==> src/rtl/trap_ctrl_pkg.sv <==
// Shared machine-mode CSR types, ISA constants and the trap sequencer state encoding.
// Also holds the mstatus/mtvec update rules used by the trap sequencer.
package trap_ctrl_pkg;

    typedef logic [31:0] word_t;
    typedef logic [11:0] csr_addr_t;

    localparam csr_addr_t ISA_CSR_ADDR_MSTATUS = 12'h300;
    localparam csr_addr_t ISA_CSR_ADDR_MTVEC   = 12'h305;
    localparam csr_addr_t ISA_CSR_ADDR_MEPC    = 12'h341;
    localparam csr_addr_t ISA_CSR_ADDR_MCAUSE  = 12'h342;

    localparam int ISA_MSTATUS_MIE    = 3;
    localparam int ISA_MSTATUS_MPIE   = 7;
    localparam int ISA_MSTATUS_MPP_LO = 11;

    localparam word_t ISA_MCAUSE_MEI = 32'h8000000B;

    typedef enum logic [2:0] {
        IDLE,
        W_MEPC,
        W_MCAUSE,
        W_MSTATUS,
        R_MTVEC,
        M_STATUS,
        M_EPC
    } trap_state_t;

    // Trap entry: stash MIE into MPIE, disable interrupts, record M-mode as previous privilege.
    function automatic word_t trap_mstatus(input word_t ms);
        word_t r;
        r = ms;
        r[ISA_MSTATUS_MPIE] = ms[ISA_MSTATUS_MIE];
        r[ISA_MSTATUS_MIE] = 1'b0;
        r[ISA_MSTATUS_MPP_LO +: 2] = 2'b11;
        return r;
    endfunction

    function automatic word_t mret_mstatus(input word_t ms);
        word_t r;
        r = ms;
        r[ISA_MSTATUS_MIE] = ms[ISA_MSTATUS_MPIE];
        r[ISA_MSTATUS_MPIE] = 1'b1;
        r[ISA_MSTATUS_MPP_LO +: 2] = 2'b11;
        return r;
    endfunction

    // Vectored mode only offsets interrupts; exceptions always land on the base.
    function automatic word_t mtvec_target(input word_t mtvec, input word_t cause);
        word_t base;
        base = {mtvec[31:2], 2'b00};
        if (mtvec[1:0] == 2'b01 && cause[31])
            return base + (word_t'(cause[30:0]) << 2);
        return base;
    endfunction

endpackage

==> src/rtl/trap_ctrl.sv <==
// Machine-mode trap sequencer: passes Zicsr traffic through in IDLE and serialises
// trap-entry / mret CSR updates through the single csr_file port, then redirects the PC.
module trap_ctrl
    import trap_ctrl_pkg::*;
(
    input  logic      clk,
    input  logic      rst_n,
    input  logic      exc_valid,
    input  word_t     exc_cause,
    input  word_t     exc_pc,
    input  logic      mret_valid,
    input  logic      irq_ext,
    input  word_t     irq_pc,
    input  logic      core_csr_we,
    input  csr_addr_t core_csr_addr,
    input  word_t     core_csr_wdata,
    output word_t     core_csr_rdata,
    output logic      csr_write_en,
    output csr_addr_t csr_addr,
    output word_t     csr_wdata,
    input  word_t     csr_rdata,
    input  word_t     mstatus,
    output logic      busy,
    output logic      redirect_valid,
    output word_t     redirect_pc
);

    trap_state_t r_state;
    word_t       r_pc;
    word_t       r_cause;
    word_t       r_redirect_pc;
    logic        r_redirect_valid;

    logic w_idle;
    logic w_take_exc;
    logic w_take_mret;
    logic w_take_irq;
    logic w_accept;

    assign w_idle      = (r_state == IDLE);
    assign w_take_exc  = w_idle && exc_valid;
    assign w_take_mret = w_idle && !exc_valid && mret_valid;
    assign w_take_irq  = w_idle && !exc_valid && !mret_valid && irq_ext && mstatus[ISA_MSTATUS_MIE];
    assign w_accept    = w_take_exc || w_take_mret || w_take_irq;

    assign busy           = !w_idle;
    assign core_csr_rdata = csr_rdata;
    assign redirect_valid = r_redirect_valid;
    assign redirect_pc    = r_redirect_pc;

    always_comb begin
        csr_write_en = 1'b0;
        csr_addr     = core_csr_addr;
        csr_wdata    = core_csr_wdata;
        case (r_state)
            // A core write colliding with an accepted trap/mret would race the sequence; drop it.
            IDLE: csr_write_en = core_csr_we && !w_accept && rst_n;
            W_MEPC: begin
                csr_write_en = 1'b1;
                csr_addr     = ISA_CSR_ADDR_MEPC;
                csr_wdata    = r_pc;
            end
            W_MCAUSE: begin
                csr_write_en = 1'b1;
                csr_addr     = ISA_CSR_ADDR_MCAUSE;
                csr_wdata    = r_cause;
            end
            W_MSTATUS: begin
                csr_write_en = 1'b1;
                csr_addr     = ISA_CSR_ADDR_MSTATUS;
                csr_wdata    = trap_mstatus(mstatus);
            end
            R_MTVEC: begin
                csr_addr  = ISA_CSR_ADDR_MTVEC;
                csr_wdata = '0;
            end
            M_STATUS: begin
                csr_write_en = 1'b1;
                csr_addr     = ISA_CSR_ADDR_MSTATUS;
                csr_wdata    = mret_mstatus(mstatus);
            end
            M_EPC: begin
                csr_addr  = ISA_CSR_ADDR_MEPC;
                csr_wdata = '0;
            end
            default: csr_write_en = 1'b0;
        endcase
    end

    always_ff @(posedge clk or negedge rst_n) begin
        if (!rst_n) begin
            r_state          <= IDLE;
            r_pc             <= '0;
            r_cause          <= '0;
            r_redirect_valid <= 1'b0;
            r_redirect_pc    <= '0;
        end else begin
            r_redirect_valid <= 1'b0;
            case (r_state)
                IDLE: begin
                    if (w_take_exc) begin
                        r_pc    <= exc_pc;
                        r_cause <= exc_cause;
                        r_state <= W_MEPC;
                    end else if (w_take_mret) begin
                        r_state <= M_STATUS;
                    end else if (w_take_irq) begin
                        r_pc    <= irq_pc;
                        r_cause <= ISA_MCAUSE_MEI;
                        r_state <= W_MEPC;
                    end
                end
                W_MEPC:    r_state <= W_MCAUSE;
                W_MCAUSE:  r_state <= W_MSTATUS;
                W_MSTATUS: r_state <= R_MTVEC;
                R_MTVEC: begin
                    r_redirect_valid <= 1'b1;
                    r_redirect_pc    <= mtvec_target(csr_rdata, r_cause);
                    r_state          <= IDLE;
                end
                M_STATUS:  r_state <= M_EPC;
                M_EPC: begin
                    r_redirect_valid <= 1'b1;
                    r_redirect_pc    <= {csr_rdata[31:2], 2'b00};
                    r_state          <= IDLE;
                end
                default:   r_state <= IDLE;
            endcase
        end
    end

endmodule

==> config.mk <==
export PLATFORM = sky130hd
export DESIGN_NAME = trap_ctrl
export DESIGN_NICKNAME = d
export VERILOG_FILES = /design/src/rtl/trap_ctrl_pkg.sv /design/src/rtl/trap_ctrl.sv
export SDC_FILE = /design/constraint.sdc
export NUM_CORES = 1
export LEC_CHECK = 0
export ABC_AREA = 1
export CAP_MARGIN = 10
export CORE_AREA = 5 5 128 142
export DETAILED_ROUTE_END_ITERATION = 6
export DIE_AREA = 0 0 133 147
export PLACE_DENSITY = 0.95
export SETUP_SLACK_MARGIN = 0.3
export SYNTH_ARGS = -nofsm -noshare
export SYNTH_HDL_FRONTEND = slang
export SYNTH_SLANG_ARGS = --single-unit
==> constraint.sdc <==
create_clock -name clk -period 3.9 [get_ports clk]
set_input_delay 0.78 -clock clk [delete_from_list [all_inputs] [get_ports clk]]
set_output_delay 0.78 -clock clk [all_outputs]
set_load 0.02 [all_outputs]
==> summary.md <==
| Metric | Value |
|---|---|
| Outcome | `completed` |
| Post-Syn Area | `between 0.007 and 0.008 sq mm` |
| Vias in the first global route | `roughly 8,600` |
| Startpoint Class | `primary input` |
| Cts hold-fix bufs | `0` |
| Crit-path cells | `clkdlybuf4s50_1, inv_1, nand3_1, nor2_1, nand3_1, nand2_2, o311ai_0, clkdlybuf4s50_1` |
| CP Capture Type | `output pin` |
| Max_cap viols | `0` |
| First DRT Iteration DRCs | `513` |
| WHS | `about 0.48 ns` |
| CP max stage cell | `clkdlybuf4s50_1` |
| Total negative slack | `0 ns` |
| Met2 routed WL | `13,900 microns` |
| Leading area contributor after synthesis | `dfrtp_1` |
| Commonest non-fill, non-tap cell in the layout | `nand2_1` |
| Multi-input logic area | `between 0.004 and 0.005 sq mm` |
| Largest net degree at the start of global routing | `85` |
| CP Class | `in -> out` |
| Period Utilization, post-route | `0.896` |
| Critical path arrival | `2.72 ns` |
| Number of remaining DRC errors | `0` |
| H-tree levels | `3` |
| Port Buffer Count | `about 320` |
| Total power | `approximately 8700 uW` |
| Synth top area share | `0.324` |
| Clock Skews | `approximately 0.014 ns` |
| CORE AREA | `between 0.015 and 0.02 sq mm` |
| DP HPWL | `23,600 microns` |
| Die Wd | `about 130 microns` |
| Root Buffer | `clkbuf_16` |
| Number of setup buffers added after CTS | `0` |
| Sequential cell area fraction in the yosys report | `0.324` |
| Vias | `8,715` |
| Worst vdd ir | `approximately 0.48 mV` |
| Worst Tran Pin Value | `roughly 0.84 ns` |
| Final WL | `approximately 29,000 microns` |
| Highest Clock Rate | `between 0.2 and 0.3 GHz` |
| NumNets Final | `around 1,700` |
| Yosys reg bits | `a little under 100` |
| Mapped Avg Cell Area | `roughly 6.5 sq um` |
| Area added between synthesis and finish | `44.4%` |
| Pins Over Slew Limit | `0` |
| Layout cell share with drive strength beyond 1 | `0.0333` |
| Antenna viol nets, final | `0` |
| Slowest stage delay, CP | `between 0.7 and 0.8 ns` |
| Longest Clk Path Bufs | `2` |
| Worst-path clk slew | `around 0.070 ns` |
| Yosys cell types | `42` |
| IO Pins | `321` |
| Vert. Die Dim | `147 microns` |
| Routed len/inst | `~18 microns` |
| Cell Pwr Density | `794 mW/mm^2` |
| TritonCTS Sinks | `98` |
| Leak Pwr | `around 0.0052 uW` |
| Post-synth EDFFs | `0` |
| Register area | `between 0.002 and 0.0025 sq mm` |
| TritonCTS buffer count | `9` |
| # rows | `50` |
| Initial antenna violation count | `6` |
| TritonRoute pass-1 iters | `5` |
| Fill cell count | `1,459` |
| RSZ-0062 raised after global routing | `false` |
| Required time of the critical path | `3.12 ns` |
| Max_slew headroom | `0.443` |
| Clk_lat worst skew | `approximately 0.36 ns` |
| First-pass GRT wire length | `roughly 46,000 microns` |
| Hold Vio Cnt, Final | `0` |
| Period minus WS final | `around 3.5 ns` |
| Crit-path max FO | `2` |
| Global placement routability congestion | `0.946` |
| Hold WC Path Type | `reg -> reg` |
| DR top layer | `met5` |
| Synth warn | `0` |
| Vias per cell | `5.28` |
| Final setup viols | `0` |
| DR WL met3 | `~2400 microns` |
| WL met1 | `about 12,000 microns` |
| Area contributors post-synth | `dfrtp_1 (32%), nand2_1 (22%), nor2_1 (6.8%)` |
| Post-Syn Instances | `1,172` |
| Total gr overflow | `0` |
| Tot GR Track Use | `0.295` |
| Initial Utilization | `0.453` |
| CTS tree | `done` |
| Most frequent cells in the layout | `nand2_1 (443), clkdlybuf4s50_1 (314), nor2_1 (138)` |
| Ys async rst share | `1.00` |
| Top FF cell, synth | `dfrtp_1` |
| Post-CTS resize count | `0` |
| Die area | `between 0.015 and 0.02 sq mm` |
## logic make-up (layout without fill, tap and decap cells)
kind of cell / count (synthesis) / in the layout / synth area share
adder cells (fa/ha/maj): 30 / 30 / 0.0506
AO/OA/AOI/OAI: 148 / 148 / 0.128
AND/OR/NAND/NOR: 663 / 663 / 0.350
XOR/XNOR: 10 / 10 / 0.0116
other: 1 / 6 / 0.000495
flip-flops: 98 / 98 / 0.324
buffers and inverters: 219 / 486 / 0.132
multiplexers: 3 / 3 / 0.00397
## synth_stat cells (4+ instances only)
cell / n
a21oi_1: 27
a22o_1: 9
a31oi_1: 32
a41oi_1: 9
buf_2: 15
buf_4: 36
clkbuf_1: 20
dfrtp_1: 98
ha_1: 29
inv_1: 134
inv_2: 6
nand2_1: 443
nand3_1: 57
nand4_1: 5
nor2_1: 138
o2111ai_1: 21
o211ai_1: 4
o21ai_0: 34
o31ai_1: 5
or2_0: 4
xor2_1: 7
## per-stage QoR
stage | util | worst slack (ns) | area, sq um | instances
6_report | 0.655 | 0.404 | 10900 | 1652
5_1_grt | 0.655 | 0.313 | 10900 | 1651
4_1_cts | 0.654 | 0.376 | 10900 | 1648
3_5_place_dp | 0.636 | 0.389 | 10600 | 1632
3_3_place_gp | 0.636 | 0.363 | 10600 | 1632
2_1_floorplan | - | 0.984 | 7580 | 1173
## flip-flops by register name (all words and copies together), names as in the netlist
| name | flops |
|---|---|
| redirect_pc | 30 |
| r_cause | 32 |
| r_pc | 32 |
| redirect_valid | 1 |
| r_state | 3 |
## path summary, 6_finish.rpt
path                            startpoint               to  slack (ns)  depth (start not counted)
max in group asynchronous            rst_n  redirect_pc[23]        2.19                          3
min in group asynchronous            rst_n   redirect_pc[8]        0.59                          2
min                        redirect_pc[11]  redirect_pc[11]        0.48                          2
min reg2reg                redirect_pc[11]  redirect_pc[11]        0.48                          2
max                              exc_valid     csr_write_en        0.40                          8
max reg2reg                     r_state[0]       r_cause[2]        1.45                          8
## cell type report
cell class | instances | area share
antenna | 4 | 0.000915
multi-input combinational | 856 | 0.377
clock buffer | 10 | 0.0218
timing repair buffer | 328 | 0.298
sequential | 98 | 0.224
tap | 208 | 0.0238
inverter | 142 | 0.0492
clock inverter | 6 | 0.00492
## worst max-delay path: cells and delay by family
family	cells	cell delay (ns)
AOI/OAI and AO/OA	1	0.34
buffers and inverters	3	1.26
and+or+nand+nor	4	0.33
## layer usage
layer	up-vias	global-route usage
li1	4233	-
met5	-	0
met3	94	0.0736
met4	4	0.151
met1	3970	0.350
met2	414	0.495
## power by group
part           leakage [uW]  switching [uW]  internal, uW  total [uW]
sequential          0.00116             395          1520        1910
clock              0.000142             455           464         920
combinational       0.00394            3510          2340        5850
total               0.00524            4370          4320        8680
(Power assumes the default switching activity.)
